File: config.mk
export PLATFORM = sky130hd
export DESIGN_NAME = lrrr_ctrl
export DESIGN_NICKNAME = d
export VERILOG_FILES = /design/src/rtl/lrrr_pkg.sv /design/src/rtl/lrrr_ctrl_frame_timer.sv /design/src/rtl/lrrr_ctrl.sv
export SDC_FILE = /design/constraint.sdc
export NUM_CORES = 1
export LEC_CHECK = 0
export CAP_MARGIN = 20
export CORE_UTILIZATION = 53
export DETAILED_ROUTE_END_ITERATION = 12
export HOLD_SLACK_MARGIN = 0.02
export PLACE_DENSITY = 0.8
export SLEW_MARGIN = 30
export SYNTH_ARGS = -nofsm -noshare
export SYNTH_HDL_FRONTEND = slang
export SYNTH_SLANG_ARGS = --single-unit
File: constraint.sdc
create_clock -name clk -period 2.6 [get_ports clk]
set_clock_uncertainty 0.1 [all_clocks]
set_input_delay 0.52 -clock clk [delete_from_list [all_inputs] [get_ports clk]]
set_output_delay 0.52 -clock clk [all_outputs]
set_load 0.02 [all_outputs]
File: src/rtl/lrrr_pkg.sv
// Shared types and constants for the Lrrr boss encounter controller.
// Latency: n/a (types, constants and a pure helper function only).
// Backpressure: n/a.
package lrrr_pkg;

  // Encounter phases of the boss fight.
  typedef enum logic [2:0] {
    ST_IDLE   = 3'd0,
    ST_INTRO  = 3'd1,
    ST_ACTIVE = 3'd2,
    ST_DYING  = 3'd3,
    ST_DEAD   = 3'd4
  } lrrr_state_t;

  // Visible screen limits; shot spawn points are clamped to these.
  localparam logic [10:0] SCREEN_MAX_X = 11'd639;
  localparam logic [10:0] SCREEN_MAX_Y = 11'd479;

  // Width of every frame timer; all frame-count parameters must fit (1..255).
  localparam int TMR_W = 8;

  // 12-bit add of a position and an offset, clamped to a screen limit.
  function automatic logic [10:0] sat_add(input logic [10:0] base,
                                          input logic [11:0] offs,
                                          input logic [10:0] lim);
    logic [11:0] sum;
    sum = {1'b0, base} + offs;
    if (sum > {1'b0, lim}) begin
      sat_add = lim;
    end else begin
      sat_add = sum[10:0];
    end
  endfunction

endpackage

File: src/rtl/lrrr_ctrl_frame_timer.sv
// Frame down-counter: loads a frame count, decrements on enabled startOfFrame ticks.
// Latency: o_expired is combinational, high in the clock of the tick that reaches zero.
// Backpressure: none; holds at zero until reloaded, clear has priority over load.
module frame_timer
  import lrrr_pkg::*;
#(
  parameter int W = TMR_W
) (
  input  logic         clk,
  input  logic         resetN,
  input  logic         i_tick,
  input  logic         i_en,
  input  logic         i_load,
  input  logic         i_clear,
  input  logic [W-1:0] i_load_val,
  output logic         o_expired
);

  localparam logic [W-1:0] ONE = W'(1);

  logic [W-1:0] r_cnt;
  logic         w_step;

  assign w_step    = i_tick & i_en & (r_cnt != '0);
  assign o_expired = i_tick & i_en & (r_cnt == ONE);

  // Count register: clear, then load, then decrement on an enabled tick.
  always_ff @(posedge clk or negedge resetN) begin
    if (!resetN) begin
      r_cnt <= '0;
    end else if (i_clear) begin
      r_cnt <= '0;
    end else if (i_load) begin
      r_cnt <= i_load_val;
    end else if (w_step) begin
      r_cnt <= r_cnt - ONE;
    end
  end

endmodule

File: src/rtl/lrrr_ctrl.sv
// Lrrr boss encounter controller: intro hold, toggleY pacing, shot requests, hit points.
// Latency: every output is registered, 1 clock after the qualifying input.
// Backpressure: fireReq/fireX/fireY hold until fireAck; fire timer pauses while pending.
module lrrr_ctrl
  import lrrr_pkg::*;
#(
  parameter int HIT_POINTS    = 8,
  parameter int INTRO_FRAMES  = 60,
  parameter int TOGGLE_FRAMES = 45,
  parameter int FIRE_FRAMES   = 20,
  parameter int FLASH_FRAMES  = 6,
  parameter int DYING_FRAMES  = 30,
  parameter int SPRITE_W      = 64,
  parameter int SPRITE_H      = 64
) (
  input  logic        clk,
  input  logic        resetN,
  input  logic        startOfFrame,
  input  logic        bossStart,
  input  logic        hit,
  input  logic [10:0] topLeftX,
  input  logic [10:0] topLeftY,
  input  logic        fireAck,
  output logic        waiting,
  output logic        toggleY,
  output logic        fireReq,
  output logic [10:0] fireX,
  output logic [10:0] fireY,
  output logic        flash,
  output logic [3:0]  hitsLeft,
  output logic        bossDead
);

  localparam logic [3:0]       HP_LOAD     = 4'(HIT_POINTS);
  localparam logic [TMR_W-1:0] INTRO_LOAD  = TMR_W'(INTRO_FRAMES);
  localparam logic [TMR_W-1:0] TOGGLE_LOAD = TMR_W'(TOGGLE_FRAMES);
  localparam logic [TMR_W-1:0] FIRE_LOAD   = TMR_W'(FIRE_FRAMES);
  localparam logic [TMR_W-1:0] FLASH_LOAD  = TMR_W'(FLASH_FRAMES);
  localparam logic [TMR_W-1:0] DYING_LOAD  = TMR_W'(DYING_FRAMES);
  localparam logic [11:0]      SPAWN_OFS_X = 12'(SPRITE_W / 2);
  localparam logic [11:0]      SPAWN_OFS_Y = 12'(SPRITE_H);

  lrrr_state_t r_state, w_state_nxt;

  logic        r_waiting,   w_waiting_nxt;
  logic        r_toggle,    w_toggle_nxt;
  logic        r_fire_req,  w_fire_req_nxt;
  logic [10:0] r_fire_x,    w_fire_x_nxt;
  logic [10:0] r_fire_y,    w_fire_y_nxt;
  logic        r_flash,     w_flash_nxt;
  logic [3:0]  r_hits_left, w_hits_left_nxt;
  logic        r_boss_dead, w_boss_dead_nxt;

  // Qualified events.
  logic w_in_active;
  logic w_start_ok;
  logic w_hit_ok;
  logic w_kill;
  logic w_ack_ok;
  logic w_intro_done;

  // Timer controls and expiry pulses.
  logic             w_phase_load, w_phase_en, w_phase_exp;
  logic [TMR_W-1:0] w_phase_val;
  logic             w_tog_load, w_tog_en, w_tog_exp;
  logic             w_fire_load, w_fire_clear, w_fire_en, w_fire_exp;
  logic             w_flash_load, w_flash_clear, w_flash_en, w_flash_exp;

  assign w_in_active  = (r_state == ST_ACTIVE);
  assign w_start_ok   = bossStart & ((r_state == ST_IDLE) | (r_state == ST_DEAD));
  // While flashing the boss is invulnerable, so the hit is dropped entirely.
  assign w_hit_ok     = hit & w_in_active & ~r_flash;
  assign w_kill       = w_hit_ok & (r_hits_left == 4'd1);
  // An ack only counts against an outstanding request.
  assign w_ack_ok     = fireAck & w_in_active & r_fire_req;
  assign w_intro_done = (r_state == ST_INTRO) & w_phase_exp;

  // One timer serves both the intro hold and the death animation.
  assign w_phase_load = w_start_ok | w_kill;
  assign w_phase_val  = w_kill ? DYING_LOAD : INTRO_LOAD;
  assign w_phase_en   = (r_state == ST_INTRO) | (r_state == ST_DYING);

  // toggleY pacing restarts itself on every expiry.
  assign w_tog_load   = w_intro_done | w_tog_exp;
  assign w_tog_en     = w_in_active;

  // Fire interval is counted only while no request is outstanding.
  assign w_fire_load  = w_intro_done | w_ack_ok;
  assign w_fire_clear = w_kill;
  assign w_fire_en    = w_in_active & ~r_fire_req;

  // A hit in the same clock as startOfFrame loads first; counting starts next frame.
  assign w_flash_load  = w_hit_ok;
  assign w_flash_clear = w_kill;
  assign w_flash_en    = w_in_active & r_flash;

  frame_timer #(.W(TMR_W)) u_phase_tmr (
    .clk        (clk),
    .resetN     (resetN),
    .i_tick     (startOfFrame),
    .i_en       (w_phase_en),
    .i_load     (w_phase_load),
    .i_clear    (1'b0),
    .i_load_val (w_phase_val),
    .o_expired  (w_phase_exp)
  );

  frame_timer #(.W(TMR_W)) u_toggle_tmr (
    .clk        (clk),
    .resetN     (resetN),
    .i_tick     (startOfFrame),
    .i_en       (w_tog_en),
    .i_load     (w_tog_load),
    .i_clear    (1'b0),
    .i_load_val (TOGGLE_LOAD),
    .o_expired  (w_tog_exp)
  );

  frame_timer #(.W(TMR_W)) u_fire_tmr (
    .clk        (clk),
    .resetN     (resetN),
    .i_tick     (startOfFrame),
    .i_en       (w_fire_en),
    .i_load     (w_fire_load),
    .i_clear    (w_fire_clear),
    .i_load_val (FIRE_LOAD),
    .o_expired  (w_fire_exp)
  );

  frame_timer #(.W(TMR_W)) u_flash_tmr (
    .clk        (clk),
    .resetN     (resetN),
    .i_tick     (startOfFrame),
    .i_en       (w_flash_en),
    .i_load     (w_flash_load),
    .i_clear    (w_flash_clear),
    .i_load_val (FLASH_LOAD),
    .o_expired  (w_flash_exp)
  );

  // Next state and next value of every registered output.
  always_comb begin
    w_state_nxt     = r_state;
    w_toggle_nxt    = 1'b0;
    w_fire_req_nxt  = r_fire_req;
    w_fire_x_nxt    = r_fire_x;
    w_fire_y_nxt    = r_fire_y;
    w_flash_nxt     = r_flash;
    w_hits_left_nxt = r_hits_left;
    w_boss_dead_nxt = r_boss_dead;

    case (r_state)
      ST_IDLE, ST_DEAD: begin
        w_flash_nxt = 1'b0;
        if (bossStart) begin
          w_state_nxt     = ST_INTRO;
          w_hits_left_nxt = HP_LOAD;
          w_boss_dead_nxt = 1'b0;
        end
      end

      ST_INTRO: begin
        if (w_phase_exp) begin
          w_state_nxt = ST_ACTIVE;
        end
      end

      ST_ACTIVE: begin
        w_toggle_nxt = w_tog_exp;
        if (w_ack_ok) begin
          w_fire_req_nxt = 1'b0;
        end else if (w_fire_exp) begin
          w_fire_req_nxt = 1'b1;
          w_fire_x_nxt   = sat_add(topLeftX, SPAWN_OFS_X, SCREEN_MAX_X);
          w_fire_y_nxt   = sat_add(topLeftY, SPAWN_OFS_Y, SCREEN_MAX_Y);
        end
        if (w_flash_exp) begin
          w_flash_nxt = 1'b0;
        end
        if (w_hit_ok) begin
          w_hits_left_nxt = r_hits_left - 4'd1;
          w_flash_nxt     = 1'b1;
          if (w_kill) begin
            w_state_nxt    = ST_DYING;
            w_fire_req_nxt = 1'b0;
          end
        end
      end

      ST_DYING: begin
        w_fire_req_nxt = 1'b0;
        if (startOfFrame) begin
          w_flash_nxt = ~r_flash;
        end
        if (w_phase_exp) begin
          w_state_nxt     = ST_DEAD;
          w_flash_nxt     = 1'b0;
          w_boss_dead_nxt = 1'b1;
        end
      end

      default: begin
        w_state_nxt = ST_IDLE;
      end
    endcase

    // The mover only drifts while the boss is fighting or dying.
    w_waiting_nxt = (w_state_nxt == ST_IDLE) | (w_state_nxt == ST_INTRO) |
                    (w_state_nxt == ST_DEAD);
  end

  // State register and registered outputs.
  always_ff @(posedge clk or negedge resetN) begin
    if (!resetN) begin
      r_state     <= ST_IDLE;
      r_waiting   <= 1'b1;
      r_toggle    <= 1'b0;
      r_fire_req  <= 1'b0;
      r_fire_x    <= 11'd0;
      r_fire_y    <= 11'd0;
      r_flash     <= 1'b0;
      r_hits_left <= HP_LOAD;
      r_boss_dead <= 1'b0;
    end else begin
      r_state     <= w_state_nxt;
      r_waiting   <= w_waiting_nxt;
      r_toggle    <= w_toggle_nxt;
      r_fire_req  <= w_fire_req_nxt;
      r_fire_x    <= w_fire_x_nxt;
      r_fire_y    <= w_fire_y_nxt;
      r_flash     <= w_flash_nxt;
      r_hits_left <= w_hits_left_nxt;
      r_boss_dead <= w_boss_dead_nxt;
    end
  end

  assign waiting  = r_waiting;
  assign toggleY  = r_toggle;
  assign fireReq  = r_fire_req;
  assign fireX    = r_fire_x;
  assign fireY    = r_fire_y;
  assign flash    = r_flash;
  assign hitsLeft = r_hits_left;
  assign bossDead = r_boss_dead;

endmodule

==> impl_results.md <==
- Worst slew margin: 0.5668
- Required time of the critical path: approximately 2.8 ns
- Initial drt markers: around 110
- Synth Register Bits: 66
- Critical-path cell list: nor3b_2 -> nand3_2 -> nor4b_4 -> buf_4 -> nor2_1 -> o21ai_0
- Routed metal-1 wirelength: ~3.1 mm
- Nets@finish: about 440
- Final Max Slew Viols: 0
- IO Count: 59
- Worst Setup End Kind: flip-flop
- Final std cells w/o fill: 478
- Die width: 82.68 um
- Clock Sink Count: 66
- Crit Path Max Fanout: 12
- Final worst setup slack: around 0.42 ns
- Syn Inst Count: ~320
- Register area: 1654 um^2
- Share of cells above drive strength 1: 0.1322
- First drt pass iteration count: 4
- Clk Tree Root Cell: clkbuf_8
- Crit path time final: 2.184 ns
- Wire per inst: between 10 and 15 um
- Post-synth top area cell: dfrtp_1
- Ant. Diodes: 0
- Final Hold Fails: 0
- HP Class: flip-flop to flip-flop
- Post-synth EDFFs: 0
- Reg clk slew, reported paths: 0.07 ns
- Max-cap violations: 0
- Final core utilization: 0.6914
- Crit path largest cell delay: 0.52 ns
- Row count: 29
- Htree depth: 3
- Psw: 0.001641 W
- Clock share of power: 0.175
- Starting Density: 0.5464
- Top FF cell, synth: dfrtp_1
- Post-synth top area share: 0.4643
- RSZ-0062 raised after global routing: no
- Combinational share of power: 0.403
- Max layer used: met4
- Slowest stage cell, crit path: dfrtp_1
- Data arrival, critical path: 2.34 ns
- Share of power burned in registers: 0.422
- Most common cell after layout, fill and taps aside: dfrtp_1
- Vias in the first global route: around 2500
- Dpl hpwl: between 5 and 6 mm
- Syn Nets: 365
- Main area contributors after synthesis: dfrtp_1, ha_1, xor2_1
- Post-CTS setup buffer count: 0
- Vias/cell: 5.492
- Via count: ~2600
- GP Congestion: between 0.8 and 0.9
- Distinct cells, synth: 54
- Synth Warn #: 0
- Pin count of the biggest net entering global routing: 61
- CP Launch Type: flip-flop
- Post-Syn Area: ~3400 um^2
- Post-Route WL: 7.091 mm
- Pre-CTS WS: 0.1142 ns
- Peak VDD IR: 0.0006373 V
- Post-route ant nets: 0
- CTS Buf Count: 9
- Buffers on Ports: 58
- Int Pwr: 0.002688 W
- Die span in y: 82.68 um
- Area Overhead vs Synth: 26.55%
- Synth Area per Inst: 10.75 um^2
- Worst setup path class: flip-flop to flip-flop
- Switching share of power: 0.3791
- Slew at the pin closest to its max-slew limit: 0.6438 ns
- # setup viols final: 0
- Fin crit share: 0.8399
- Initial antenna violation count: 0
- Leakage: roughly 1.9 nW
- Seq/Total Area, Yosys: 0.4795
- Grt total ovfl: 0
- Fill cells: 497
- Synth async-reset ratio: 1.000
- Status: complete, no violations
- Hold slack: 0.4021 ns
- CTS tree: done
- Met2 WL post-DR: roughly 3.4 mm
- Inst Count DP: around 460
- Multi-input logic area: roughly 1700 um^2
- PD cells: 991.8 nW/um^2
- Fmax: 0.4579 GHz
- Setup TNS Final: 0 ns
- GRT Util Overall: 0.2253
- R2r setup slk: around 0.42 ns
- Global-route wire length before repair: 11.33 mm
- Die area: between 6000 and 7000 um^2
- Core ar.: 6314 um^2
- DRC Markers: 0
- Worst skew pair latency: 0.34 ns
- Max clock buf depth: 2
- Commonest cells after routing, fill and taps aside: dfrtp_1, clkdlybuf4s50_1, nor2_1, nand2_1
- DR WL met3: 451 um
-- per-layer routing --
metal | GRT usage | vias up
met5 | 0 | -
met3 | 0.04835 | 9
met2 | 0.3918 | 74
met4 | 0.09310 | 0
li1 | - | 1288
met1 | 0.2695 | 1254
-- cell type report --
cell class	instances	area share
multi-input cells	234	0.3904
flip-flops and latches	66	0.3789
repair buffers	70	0.1559
clock buffers	12	0.03554
well taps	77	0.02207
inverters	16	0.01376
clock inverters	3	0.003439
-- power groups by stage --
stage | clock [W] | combinational (W) | sequential, W
4_1_cts | 0.000767 | 0.00176 | 0.00183
5_1_grt | 0.000802 | 0.00192 | 0.00188
2_1_floorplan | 0 | 0.000961 | 0.00196
3_5_place_dp | 0 | 0.00175 | 0.00185
3_3_place_gp | 0 | 0.00169 | 0.00182
6_report | 0.000757 | 0.00174 | 0.00183
-- through the flow --
| step | area [um^2] | power, W |
|---|---|---|
| final | 4365 | 0.004330 |
| after global routing | 4365 | 0.004609 |
| after CTS | 4365 | 0.004360 |
| after detailed placement | 4185 | 0.003592 |
| after global placement | 4185 | 0.003509 |
| after floorplan | 3450 | 0.002925 |
-- timing repair --
action / CTS / global route
endpoints found under the hold margin: 6 / 0
hold buffers: 1 / 0
resized for setup: 0 / 0
-- sequential cells by signal (all words and copies together) (netlist names) --
| register | count |
|---|---|
| bossDead | 1 |
| hitsLeft | 4 |
| flash | 1 |
| fireY | 11 |
| r_state | 3 |
| u_fire_tmr.r_cnt | 8 |
| u_flash_tmr.r_cnt | 8 |
| toggleY | 1 |
| fireX | 11 |
| u_toggle_tmr.r_cnt | 8 |
| u_phase_tmr.r_cnt | 8 |
| waiting | 1 |
| fireReq | 1 |
-- path summary, 6_finish.rpt --
path / from / end / depth (start not counted)
setup / recovery: r_state[0] / r_state[0] / 6
min in group asynchronous: resetN / fireX[2] / 2
setup reg to reg: r_state[0] / r_state[0] / 6
max in group asynchronous: resetN / hitsLeft[3] / 3
hold reg to reg: fireX[7] / fireX[7] / 2
hold / removal: fireX[7] / fireX[7] / 2
-- synth_stat cells (2+ instances only) --
library cell   n
buf_4          3
nor4b_4        2
a21oi_1       11
nand3b_1       2
nor4b_1        2
dfrtp_1       64
nor3_1         9
o21ai_0        7
nand4b_1       2
nand3_1       21
or4_4          2
nand3_2        2
o22a_1        12
and4bb_2       2
or2_2          3
nor2_1        41
nor4_1         3
nor2b_1        2
ha_1          16
a31oi_2        2
xnor2_1       10
a31oi_1        2
dfstp_2        2
nor4_4         3
nand2_1       24
xor2_1        21
and2_1         4
mux2i_1        2
inv_1         16
a211oi_1       3
and3_1         3
-- worst max-delay path: cells and delay by family (launching register included) --
family,cells,cell delay (ns)
buffers and inverters,1,0.22
DFF,1,0.52
and+or+nand+nor,4,1.15
AOI/OAI and AO/OA,1,0.10
-- cells by family (layout without fill, tap and decap cells) --
logic type,Yosys count,in the layout,synth area share
AND/OR/NAND/NOR,137,137,0.2398
flip-flops,66,66,0.4795
AO/OA/AOI/OAI,48,48,0.1117
XOR/XNOR,31,31,0.07871
buffers and inverters,21,101,0.02648
adder cells (fa/ha/maj),16,16,0.05803
multiplexers,2,2,0.005804
No activity file was read; power rests on OpenSTA's default activity.
